===== config.mk =====
export PLATFORM = sky130hd
export DESIGN_NAME = segment_sequencer
export DESIGN_NICKNAME = d
export VERILOG_FILES = /design/src/rtl/segment_seq_pkg.sv /design/src/rtl/dur_fifo.sv /design/src/rtl/segment_sequencer.sv
export SDC_FILE = /design/constraint.sdc
export NUM_CORES = 1
export LEC_CHECK = 0
export ABC_CLOCK_PERIOD_IN_PS = 6010
export CORE_ASPECT_RATIO = 1.25
export CORE_MARGIN = 8
export CORE_UTILIZATION = 60
export CTS_CLUSTER_SIZE = 40
export DETAILED_ROUTE_END_ITERATION = 10
export PLACE_DENSITY = 0.89
export SETUP_SLACK_MARGIN = 0.2
export SLEW_MARGIN = 20
export SYNTH_ARGS = -nofsm -noshare
export SYNTH_HDL_FRONTEND = slang
export SYNTH_SLANG_ARGS = --single-unit

===== constraint.sdc =====
create_clock -name clk -period 6.01 [get_ports clk]
set_clock_uncertainty 0.1 [all_clocks]
set_input_delay 1.5025 -clock clk [delete_from_list [all_inputs] [get_ports clk]]
set_output_delay 1.5025 -clock clk [all_outputs]
set_load 0.05 [all_outputs]

===== src/rtl/segment_seq_pkg.sv =====
`default_nettype none
// ============================================================================
// Module : segment_seq_pkg
// Brief  : Shared state encoding and default sizing for the segment sequencer.
// Rev    : 1.0  initial release
// ============================================================================
package segment_seq_pkg;

    localparam int c_depth_default = 16;
    localparam int c_dur_w_default = 16;
    localparam int c_idx_w_default = 6;

    localparam int c_state_w = 3;
    typedef logic [c_state_w-1:0] state_t;

    localparam logic [2:0] c_st_idle = 3'd0;
    localparam logic [2:0] c_st_swap = 3'd1;
    localparam logic [2:0] c_st_run  = 3'd2;
    localparam logic [2:0] c_st_wait = 3'd3;
    localparam logic [2:0] c_st_done = 3'd4;

endpackage
`default_nettype wire


===== src/rtl/dur_fifo.sv =====
`default_nettype none
// ============================================================================
// Module : dur_fifo
// Brief  : Single-clock synchronous FIFO with occupancy count and flush.
// Rev    : 1.0  initial release
// ============================================================================
module dur_fifo #(
    parameter int DEPTH = 16,
    parameter int WIDTH = 16
) (
    input  logic                     clk,
    input  logic                     rst,
    input  logic                     i_flush,
    input  logic                     i_push,
    input  logic [WIDTH-1:0]         i_data,
    input  logic                     i_pop,
    output logic [WIDTH-1:0]         o_data,
    output logic [$clog2(DEPTH):0]   o_count,
    output logic                     o_full,
    output logic                     o_empty
);

    localparam int              c_aw         = $clog2(DEPTH);
    localparam logic [c_aw:0]   c_full_count = DEPTH[c_aw:0];

    logic [WIDTH-1:0] r_mem [DEPTH];
    logic [c_aw-1:0]  r_wr_ptr;
    logic [c_aw-1:0]  r_rd_ptr;
    logic [c_aw:0]    r_count;
    logic             w_do_push;
    logic             w_do_pop;

    assign o_full    = (r_count == c_full_count);
    assign o_empty   = (r_count == '0);
    assign w_do_push = i_push && !o_full;
    assign w_do_pop  = i_pop && !o_empty;
    assign o_data    = r_mem[r_rd_ptr];
    assign o_count   = r_count;

    always_ff @(posedge clk) begin
        if (w_do_push) begin
            r_mem[r_wr_ptr] <= i_data;
        end
    end

    // Pointers wrap naturally because DEPTH is a power of two.
    always_ff @(posedge clk) begin
        if (rst || i_flush) begin
            r_wr_ptr <= '0;
            r_rd_ptr <= '0;
            r_count  <= '0;
        end else begin
            if (w_do_push) begin
                r_wr_ptr <= r_wr_ptr + c_aw'(1);
            end
            if (w_do_pop) begin
                r_rd_ptr <= r_rd_ptr + c_aw'(1);
            end
            case ({w_do_push, w_do_pop})
                2'b10:   r_count <= r_count + (c_aw+1)'(1);
                2'b01:   r_count <= r_count - (c_aw+1)'(1);
                default: r_count <= r_count;
            endcase
        end
    end

endmodule
`default_nettype wire


===== src/rtl/segment_sequencer.sv =====
`default_nettype none
// ============================================================================
// Module : segment_sequencer
// Brief  : Counts queued segment durations, commands bank swaps and gates
//          sample writes on the synthesis clock.
// Rev    : 1.0  initial release
// ============================================================================
module segment_sequencer
    import segment_seq_pkg::*;
#(
    parameter int DEPTH = c_depth_default,
    parameter int DUR_W = c_dur_w_default,
    parameter int IDX_W = c_idx_w_default
) (
    input  logic                     clk,
    input  logic                     reset,
    input  logic                     start,
    input  logic                     abort,
    input  logic [DUR_W-1:0]         dur_data,
    input  logic                     dur_write,
    input  logic                     bank_ready,
    output logic                     swap,
    output logic                     block_reset,
    output logic                     sample_en,
    output logic [DUR_W-1:0]         time_left,
    output logic [IDX_W-1:0]         seg_index,
    output logic                     busy,
    output logic                     finished,
    output logic                     underrun,
    output logic                     overflow,
    output logic [$clog2(DEPTH):0]   queue_count
);

    state_t           r_state;
    logic             r_bank_pending;
    logic             r_first;
    logic             r_underrun;
    logic             r_overflow;
    logic [DUR_W-1:0] r_time_left;
    logic [IDX_W-1:0] r_seg_index;

    logic             w_pop;
    logic             w_q_empty;
    logic             w_q_full;
    logic [DUR_W-1:0] w_q_head;
    logic             w_bank_ok;

    assign w_pop     = (r_state == c_st_swap);
    assign w_bank_ok = r_bank_pending || bank_ready;

    dur_fifo #(
        .DEPTH (DEPTH),
        .WIDTH (DUR_W)
    ) u_dur_fifo (
        .clk     (clk),
        .rst     (reset),
        .i_flush (abort),
        .i_push  (dur_write),
        .i_data  (dur_data),
        .i_pop   (w_pop),
        .o_data  (w_q_head),
        .o_count (queue_count),
        .o_full  (w_q_full),
        .o_empty (w_q_empty)
    );

    always_ff @(posedge clk) begin
        if (reset) begin
            r_state        <= c_st_idle;
            r_bank_pending <= 1'b0;
            r_first        <= 1'b1;
            r_underrun     <= 1'b0;
            r_overflow     <= 1'b0;
            r_time_left    <= '0;
            r_seg_index    <= '0;
        end else if (abort) begin
            // Underrun is deliberately kept so the host can still see it.
            r_state        <= c_st_idle;
            r_bank_pending <= 1'b0;
            r_first        <= 1'b1;
            r_overflow     <= 1'b0;
            r_time_left    <= '0;
        end else begin
            if (dur_write && w_q_full) begin
                r_overflow <= 1'b1;
            end
            if (bank_ready) begin
                r_bank_pending <= 1'b1;
            end else if (r_state == c_st_swap) begin
                r_bank_pending <= 1'b0;
            end

            case (r_state)
                c_st_idle: begin
                    r_first <= 1'b1;
                    if (start) begin
                        r_underrun <= w_q_empty || !w_bank_ok;
                        if (!w_q_empty) begin
                            r_state <= w_bank_ok ? c_st_swap : c_st_wait;
                        end
                    end
                end
                c_st_swap: begin
                    r_time_left <= w_q_head;
                    r_seg_index <= r_first ? '0 : r_seg_index + IDX_W'(1);
                    r_first     <= 1'b0;
                    r_state     <= c_st_run;
                end
                c_st_run: begin
                    if (r_time_left != '0) begin
                        r_time_left <= r_time_left - DUR_W'(1);
                    end
                    if (r_time_left <= DUR_W'(1)) begin
                        if (w_q_empty) begin
                            r_state <= c_st_done;
                        end else if (w_bank_ok) begin
                            r_state <= c_st_swap;
                        end else begin
                            r_state    <= c_st_wait;
                            r_underrun <= 1'b1;
                        end
                    end
                end
                c_st_wait: begin
                    r_time_left <= '0;
                    if (w_bank_ok) begin
                        r_state <= c_st_swap;
                    end
                end
                c_st_done: begin
                    r_state <= c_st_idle;
                end
                default: begin
                    r_state <= c_st_idle;
                end
            endcase
        end
    end

    assign swap        = (r_state == c_st_swap);
    assign block_reset = (r_state == c_st_swap);
    assign sample_en   = (r_state == c_st_run) && (r_time_left != '0);
    assign busy        = (r_state != c_st_idle);
    assign finished    = (r_state == c_st_done);
    assign time_left   = r_time_left;
    assign seg_index   = r_seg_index;
    assign underrun    = r_underrun;
    assign overflow    = r_overflow;

endmodule
`default_nettype wire


==> results of run 1 <==
Yosys cell counts (2+ instances only):
library cell and count:
o21ai_0 18, nand4_1 6, nor2b_1 7, a21oi_1 21
nor2_1 55, o22ai_1 5, ha_1 13, clkbuf_1 13
buf_6 2, o2111ai_1 4, o311ai_0 2, xor2_1 11
and4_1 2, and2_1 2, nand3_1 15, a211oi_1 4
buf_1 3, xnor2_1 6, or3_1 7, dfxtp_1 46
edfxtp_1 256, nor3_1 12, o31ai_1 3, nor3b_1 2
nand3b_1 3, nor4_1 5, mux2_2 6, mux2i_1 16
nor4_4 2, inv_1 7, o21ai_1 2, o211ai_1 3
a21boi_0 3, nand2b_1 7, buf_4 6, mux4_1 7
a31oi_1 9, nand2_1 33, mux4_2 61, buf_2 14
a21o_1 3
how the worst max path moves through the flow:
stage | slack, ns | cells after the start | end | start
after global placement | 1.44 | 12 | u_dur_fifo.o_count[4] | dur_write
after detailed placement | 1.26 | 12 | u_dur_fifo.o_count[4] | dur_write
after CTS | 1.45 | 4 | swap | r_state[0]
after global routing | 1.29 | 4 | swap | r_state[0]
final | 1.44 | 4 | swap | r_state[0]
after floorplan | 2.13 | 6 | sample_en | time_left[0]
cell families (layout without fill, tap and decap cells):
logic type      after synthesis  in the layout  synth area share, %
compound gates               89             89                 4.67
fa+ha+maj                    13             13                 1.31
mux                          90             90                 14.4
buf+inv                      47            136                 2.00
xor+xnor                     17             17                 1.20
simple gates                167            167                 6.86
flops                       302            302                 69.5
routing by layer:
metal  share of wire, %  GRT usage, %
met1                 37          28.1
met2                 52          40.7
met3                7.1          3.51
met4                4.0          9.26
met5              0.051             0
power by group through the flow:
stage	Sequential, mW	Clock, mW	Combinational [mW]
2_1_floorplan	2.35	0	0.0862
3_3_place_gp	2.34	0	0.168
3_5_place_dp	2.34	0	0.174
4_1_cts	2.30	1.77	0.176
5_1_grt	2.30	1.85	0.189
6_report	2.30	1.75	0.176
area by class of cell:
type,instances,area [um^2],area share (%)
clock inverter,19,193,1.36
sequential,302,8610,60.9
timing repair buffer,76,708,5.01
multi-input combinational,376,3540,25.1
clock buffer,33,719,5.09
tap,270,338,2.39
inverter,8,30.0,0.212
worst max-delay path, stage by stage (launching register included):
cell             delay (ns)
dfxtp_1                0.82
nor2b_1                0.32
nand2_2                0.18
clkinv_1               0.23
clkdlybuf4s50_1        0.85
placed cells by master, fill, tap and decap left out, types with 7 or more instances in the layout:
| master | n |
|---|---|
| nor3_1 | 8 |
| o21ai_0 | 18 |
| a21oi_1 | 21 |
| nand2_1 | 33 |
| nor2_1 | 55 |
| inv_1 | 7 |
| mux2i_1 | 16 |
| nand3_1 | 15 |
| clkbuf_16 | 28 |
| xor2_1 | 11 |
| clkdlybuf4s50_1 | 55 |
| edfxtp_1 | 256 |
| a31oi_1 | 9 |
| or3_1 | 7 |
| dfxtp_1 | 43 |
| nand2b_1 | 7 |
| nor2b_1 | 7 |
| ha_1 | 13 |
| mux4_2 | 61 |
| mux4_1 | 7 |
| buf_4 | 21 |
flip-flops by register name (all words and copies together) (netlist names), named ones only:
register	count
overflow	1
u_dur_fifo.r_wr_ptr	4
r_first	1
u_dur_fifo.o_count	5
time_left	16
u_dur_fifo.r_rd_ptr	4
underrun	1
r_bank_pending	1
u_dur_fifo.r_mem	256
seg_index	6
r_state	3
stage by stage:
| step | hold slack, ns | total power, mW | std cells |
|---|---|---|---|
| after CTS | 0.392 | 4.24 | 1084 |
| after global placement | 0.358 | 2.51 | 1032 |
| final | 0.389 | 4.22 | 1084 |
| after detailed placement | 0.374 | 2.52 | 1032 |
| after global routing | 0.418 | 4.34 | 1084 |
| after floorplan | 0.342 | 2.43 | 725 |
==> qor.csv, run 1 <==
stage;metric;value;unit
finish;Layout Nets;827;
setup_path;CP Data Required Time;4.41;ns
status;status;finished clean;
placed_design;DP HPWL;18200;um
power;Switching Share;20.9;%
clock_network;CTS Buf Count;28;
worst_hold_path;WHS Endpoint;overflow;
synth;Synth area leaders;edfxtp_1 62%, mux4_2 11%, dfxtp_1 7.4%, nor2_1 1.7%, mux4_1 1.5%;
sta;slew margin rel.;39.3;%
route;drt drc;0;
clock_network;clock transition at the registers of the reported paths;0.07;ns
finish;n_diodes;0;
route;total number of vias;7115;
worst_hold_path;Hold Path Depth;2;
setup_path;Crit Path Class;flip-flop to primary output;
finish;fraction of layout cells with a size suffix above 1;18.1;%
sta;Setup TNS Final;0;ns
clock_network;hold buffer count at CTS;0;
clock_network;clock buffer depth;3;
route;routed wire length;29200;um
floorplan;die span in x;144;um
global_routing;first-pass GRT wire length;44000;um
floorplan;core region area;20200;um^2
power;Max rail drop VDD;0.000272;V
clock_network;H-tree Lvls;1;
floorplan;Ports;56;
floorplan;Die Y;177;um
sta;fmax;219;MHz
sta;Slew @ Worst Pin;0.908;ns
sta;unrepaired setup endpoints after global routing;no;
global_routing;initial antenna violation count;1;
global_routing;overall routing resource usage;23.2;%
placed_design;port bufs;55;
placed_design;dpl ws;1.26;ns
synth;Async SR Flop Fraction;0;%
power;pwr/cell area;298;nW/um^2
global_routing;largest net degree at the start of global routing;53;
sta;period utilization;76.0;%
route;drt pass-1 iters;5;
setup_path;reg2reg setup slack;2.07;ns
sta;Finish-stage setup viols;0;
power;clock power share;41.4;%
floorplan;row count;58;
route;Avg WL per Cell;27.0;um
synth;number of synthesized flops with an enable pin;256;
global_routing;final global-route overflow total;0;
finish;fin util;70.1;%
clock_network;CTS tree;built;
worst_hold_path;worst min path class;flip-flop to flip-flop;
finish;area grow syn2layout;14.3;%
setup_path;startpoint types;flip-flop;
power;Leakage;4.49;nW
power;Power Internal;3.34;mW
worst_hold_path;Hold Startpoint;overflow;
clock_network;CTS resizes;0;
placed_design;placed inst area;13200;um^2
placed_design;Placer Congestion;0.925;
power;Flop pwr share;54.4;%
sta;max-slew violations;0;
power;switching power of the nets;0.884;mW
synth;top-area cell type share of the netlist area;62.1;%
floorplan;Initial Utilization;61.4;%
synth;Synth cell types;64;
synth;Yosys reg bits;302;
power;Combinational Power Share;4.2;%
clock_network;CTS sink cnt;302;
setup_path;worst r2r src;r_state[0];
synth;sequential element share of the synthesized area;69.5;%
setup_path;CP max FO;22;
global_routing;vias in the first global route;7246;
synth;Mean Syn Cell Area;17.1;um^2
job;MaxCap Viol Count;0;
setup_path;FF-to-FF path depth;12;
clock_network;Setup Buffers After CTS;0;
floorplan;die area;25500;um^2
finish;Final Instance Area;14100;um^2
clock_network;CTS root buffer;clkbuf_16;
route;DR iter-0 viols;584;
setup_path;Arrival @ worst endpoint;2.97;ns
finish;fillers;1260;
sta;fin crit period;4.57;ns
synth;syn_nets;760;
route;Routed Antenna Nets;0;
clock_network;worst skew pair latency;0.55;ns
setup_path;RR Endpoint;u_dur_fifo.o_count[4];
synth;Synth Flop Type;edfxtp_1;
route;vias per std cell;6.56;
sta;final setup margin;1.44;ns
synth;area leader, netlist;edfxtp_1;
synth;Post-Synthesis Cells;725;
setup_path;crit end category;primary output;
sta;final hold vios;0;
synth;YS warnings;0;
synth;Syn Std Cell Area;12400;um^2
No activity file was read; power rests on OpenSTA's default activity.
==> inputs of run 2 (changes only) <==
--- a/config.mk
+++ b/config.mk
@@ -5,13 +5,13 @@
 export SDC_FILE = /design/constraint.sdc
 export NUM_CORES = 1
 export LEC_CHECK = 0
-export ABC_CLOCK_PERIOD_IN_PS = 6010
+export ABC_CLOCK_PERIOD_IN_PS = 4090
 export CORE_ASPECT_RATIO = 1.25
 export CORE_MARGIN = 8
-export CORE_UTILIZATION = 60
+export CORE_UTILIZATION = 54
 export CTS_CLUSTER_SIZE = 40
 export DETAILED_ROUTE_END_ITERATION = 10
-export PLACE_DENSITY = 0.89
+export PLACE_DENSITY = 0.85
 export SETUP_SLACK_MARGIN = 0.2
 export SLEW_MARGIN = 20
 export SYNTH_ARGS = -nofsm -noshare
==> constraint.sdc (replaced) <==
create_clock -name clk -period 4.09 [get_ports clk]
set_clock_uncertainty 0.1 [all_clocks]
set_input_delay 1.0225 -clock clk [delete_from_list [all_inputs] [get_ports clk]]
set_output_delay 1.0225 -clock clk [all_outputs]
set_load 0.05 [all_outputs]
==> run 2 against run 1 <==
Net effect: sequential power is 47% higher; combinational power is 47% higher; global-route usage fell by 2.4 points; critical path type unchanged; worst hold slack worse by 0.0078 ns; first-iteration DRC count is 26% higher; setup slack lost 1.0 ns.
==> qor.csv, run 2 (same netlist as run 1, synthesis figures left out) <==
stage;metric;value;unit;change
status;status;finished clean;;unchanged
floorplan;core region area;22700;um^2;was 20200 um^2
job;MaxCap Viol Count;0;;unchanged
global_routing;M2 GR Usage;36.2;%;was 40.7%
finish;area grow syn2layout;15.9;%;was 14.3%
setup_path;CP Data Required Time;2.97;ns;was 4.41 ns
floorplan;Initial Utilization;54.5;%;was 61.4%
setup_path;reg2reg setup slack;0.70;ns;was 2.07 ns
power;Switching Share;20.8;%;was 20.9%
floorplan;Die Y;185;um;was 177 um
placed_design;Inst Count DP;1064;;was 1032
sta;final hold vios;0;;unchanged
clock_network;CTS tree;built;;unchanged
sta;max-slew violations;0;;unchanged
global_routing;GRT met3 Usage;2.76;%;was 3.51%
route;drt pass-1 iters;7;;was 5
floorplan;die area;28100;um^2;was 25500 um^2
floorplan;die span in x;151;um;was 144 um
sta;slew margin rel.;38.6;%;was 39.3%
sta;Finish-stage setup viols;0;;unchanged
global_routing;overall routing resource usage;20.8;%;was 23.2%
route;Avg WL per Cell;25.6;um;was 27.0 um
clock_network;Setup Buffers After CTS;0;;unchanged
setup_path;startpoint types;flip-flop;;unchanged
sta;unrepaired setup endpoints after global routing;no;;unchanged
route;routed wire length;28600;um;was 29200 um
setup_path;Crit Path Class;flip-flop to primary output;;unchanged
route;vias per std cell;6.38;;was 6.56
finish;most frequent cells in the layout;256 x edfxtp_1, 61 x mux4_2, 52 x clkdlybuf4s50_1;;was 256 x edfxtp_1, 61 x mux4_2, 55 x nor2_1, 55 x clkdlybuf4s50_1, 43 x dfxtp_1
global_routing;first-pass GRT wire length;43500;um;was 44000 um
setup_path;worst r2r src;u_dur_fifo.o_count[1];;was r_state[0]
worst_hold_path;Hold Startpoint;overflow;;unchanged
power;Flop pwr share;53.5;%;was 54.4%
sta;final setup margin;0.444;ns;was 1.44 ns
setup_path;WP buf/inv;2;;unchanged
global_routing;vias in the first global route;7315;;was 7246
global_routing;final global-route overflow total;0;;unchanged
setup_path;slowest CP cell;dlygate4sd2_1;;was clkdlybuf4s50_1
route;drt drc;0;;unchanged
power;Leakage;4.61;nW;was 4.49 nW
power;Combinational Power Share;4.1;%;was 4.2%
finish;fraction of layout cells with a size suffix above 1;21.2;%;was 18.1%
clock_network;worst skew pair latency;0.54;ns;was 0.55 ns
clock_network;CTS root buffer;clkbuf_16;;unchanged
power;Power Internal;5.00;mW;was 3.34 mW
clock_network;clock transition at the registers of the reported paths;0.06;ns;was 0.07 ns
global_routing;initial antenna violation count;0;;was 1
sta;Slew @ Worst Pin;0.922;ns;was 0.908 ns
placed_design;placed inst area;13400;um^2;was 13200 um^2
setup_path;largest stage delay on the critical path;0.57;ns;was 0.85 ns
setup_path;RR Endpoint;u_dur_fifo.o_count[4];;unchanged
worst_hold_path;worst min path class;flip-flop to flip-flop;;unchanged
worst_hold_path;Hold Path Depth;2;;unchanged
floorplan;row count;62;;was 58
global_routing;largest net degree at the start of global routing;34;;was 53
power;clock power share;42.4;%;was 41.4%
setup_path;FF-to-FF path depth;13;;was 12
worst_hold_path;WHS Endpoint;overflow;;unchanged
setup_path;worst path cell trace;inv_1 > ha_1 > nor3b_1 > and4_1 > nor2_1 > dlygate4sd2_1;;was nor2b_1 > nand2_2 > clkinv_1 > clkdlybuf4s50_1
finish;Layout Nets;841;;was 827
setup_path;Top Family by Delay on Critical Path;buffers and inverters;;unchanged
floorplan;Ports;56;;unchanged
route;DR iter-0 viols;734;;was 584
clock_network;clock buffer depth;3;;unchanged
finish;max reg flops;256;;unchanged
setup_path;Arrival @ worst endpoint;2.52;ns;was 2.97 ns
clock_network;CTS sink cnt;302;;unchanged
sta;fmax;274;MHz;
sta;Setup TNS Final;0;ns;unchanged
finish;largest reg by FF count;u_dur_fifo.r_mem;;unchanged
clock_network;CTS Buf Count;28;;unchanged
placed_design;port bufs;55;;unchanged
placed_design;dpl ws;0.347;ns;was 1.26 ns
setup_path;crit end category;primary output;;unchanged
finish;Final Instance Area;14300;um^2;was 14100 um^2
power;switching power of the nets;1.31;mW;was 0.884 mW
global_routing;grt peak-use layer;met2;;unchanged
clock_network;H-tree Lvls;1;;unchanged
power;pwr/cell area;439;nW/um^2;was 298 nW/um^2
sta;fin crit period;3.65;ns;
placed_design;Placer Congestion;0.964;;was 0.925
finish;n_diodes;0;;unchanged
sta;period utilization;89.1;%;
power;Max rail drop VDD;0.000350;V;was 0.000272 V
route;Routed Antenna Nets;0;;unchanged
finish;commonest non-fill, non-tap cell in the layout;edfxtp_1;;unchanged
finish;Non-Filler Instances;1114;;was 1084
global_routing;met1 GRT Util;25.4;%;was 28.1%
setup_path;CP max FO;8;;was 22
route;total number of vias;7103;;was 7115
placed_design;DP HPWL;17700;um;was 18200 um
run 2: cell count changes in the layout (fill, tap and decap cells not counted), sizes merged:
cell	before	now
buf	21	35
clkbuf	33	29
clkdlybuf4s50	55	52
clkinv	14	11
clkinvlp	2	5
dlymetal6s2s	0	2
bufinv	3	4
dlygate4sd2	0	1
inv	8	9
run 2: worst max path at each step:
stage                                      from               endpoint  slack, ns  cells past startpoint
after global routing               time_left[0]              sample_en       0.25                      6
after detailed placement              dur_write  u_dur_fifo.o_count[4]       0.35                     12
final                              time_left[0]              sample_en       0.44                      6
after CTS                            r_state[1]                   swap       0.28                      4
after floorplan           u_dur_fifo.o_count[1]  u_dur_fifo.o_count[4]       0.60                     14
after global placement                dur_write  u_dur_fifo.o_count[4]       0.47                     12
run 2: what timing repair did:
item | 4_1_cts | 5_1_grt
resized for setup | 1 | 2
pin swaps | 0 | 0
cloned | 0 | 0
hold buffers | 0 | 0
endpoints found under the setup margin | 1 | 2
run 2: cell type report:
cell class	count	area, um^2
well taps	288	360
clock buffers	29	726
multi-input cells	376	3570
fillers	1516	8380
repair buffers	90	817
flip-flops and latches	302	8610
inverters	8	30.0
clock inverters	21	226
run 2: power groups by stage:
| stage | Sequential [mW] | Combinational [mW] | Clock [mW] |
|---|---|---|---|
| 2_1_floorplan | 3.45 | 0.127 | 0 |
| 3_3_place_gp | 3.44 | 0.249 | 0 |
| 3_5_place_dp | 3.44 | 0.253 | 0 |
| 4_1_cts | 3.37 | 0.256 | 2.70 |
| 5_1_grt | 3.37 | 0.279 | 2.81 |
| 6_report | 3.37 | 0.258 | 2.68 |
run 2: worst min-delay path, cell delays in order, from the launching register on:
cell     delay [ns]
dfxtp_1        0.33
a31oi_1        0.05
nor2_1         0.07
run 2: through the flow:
| stage | total power [mW] | util (%) | hold slack [ns] |
|---|---|---|---|
| 2_1_floorplan | 3.58 | - | 0.342 |
| 3_3_place_gp | 3.69 | 58.9 | 0.348 |
| 3_5_place_dp | 3.69 | 58.9 | 0.371 |
| 4_1_cts | 6.33 | 63.1 | 0.387 |
| 5_1_grt | 6.47 | 63.1 | 0.422 |
| 6_report | 6.31 | 63.1 | 0.381 |
run 2: layer usage:
metal  vias up  part of all wire [%]
met3        73                   7.1
met2       356                    51
met1      3612                    37
met5         -                     0
met4         0                   4.1
li1       3062                     -
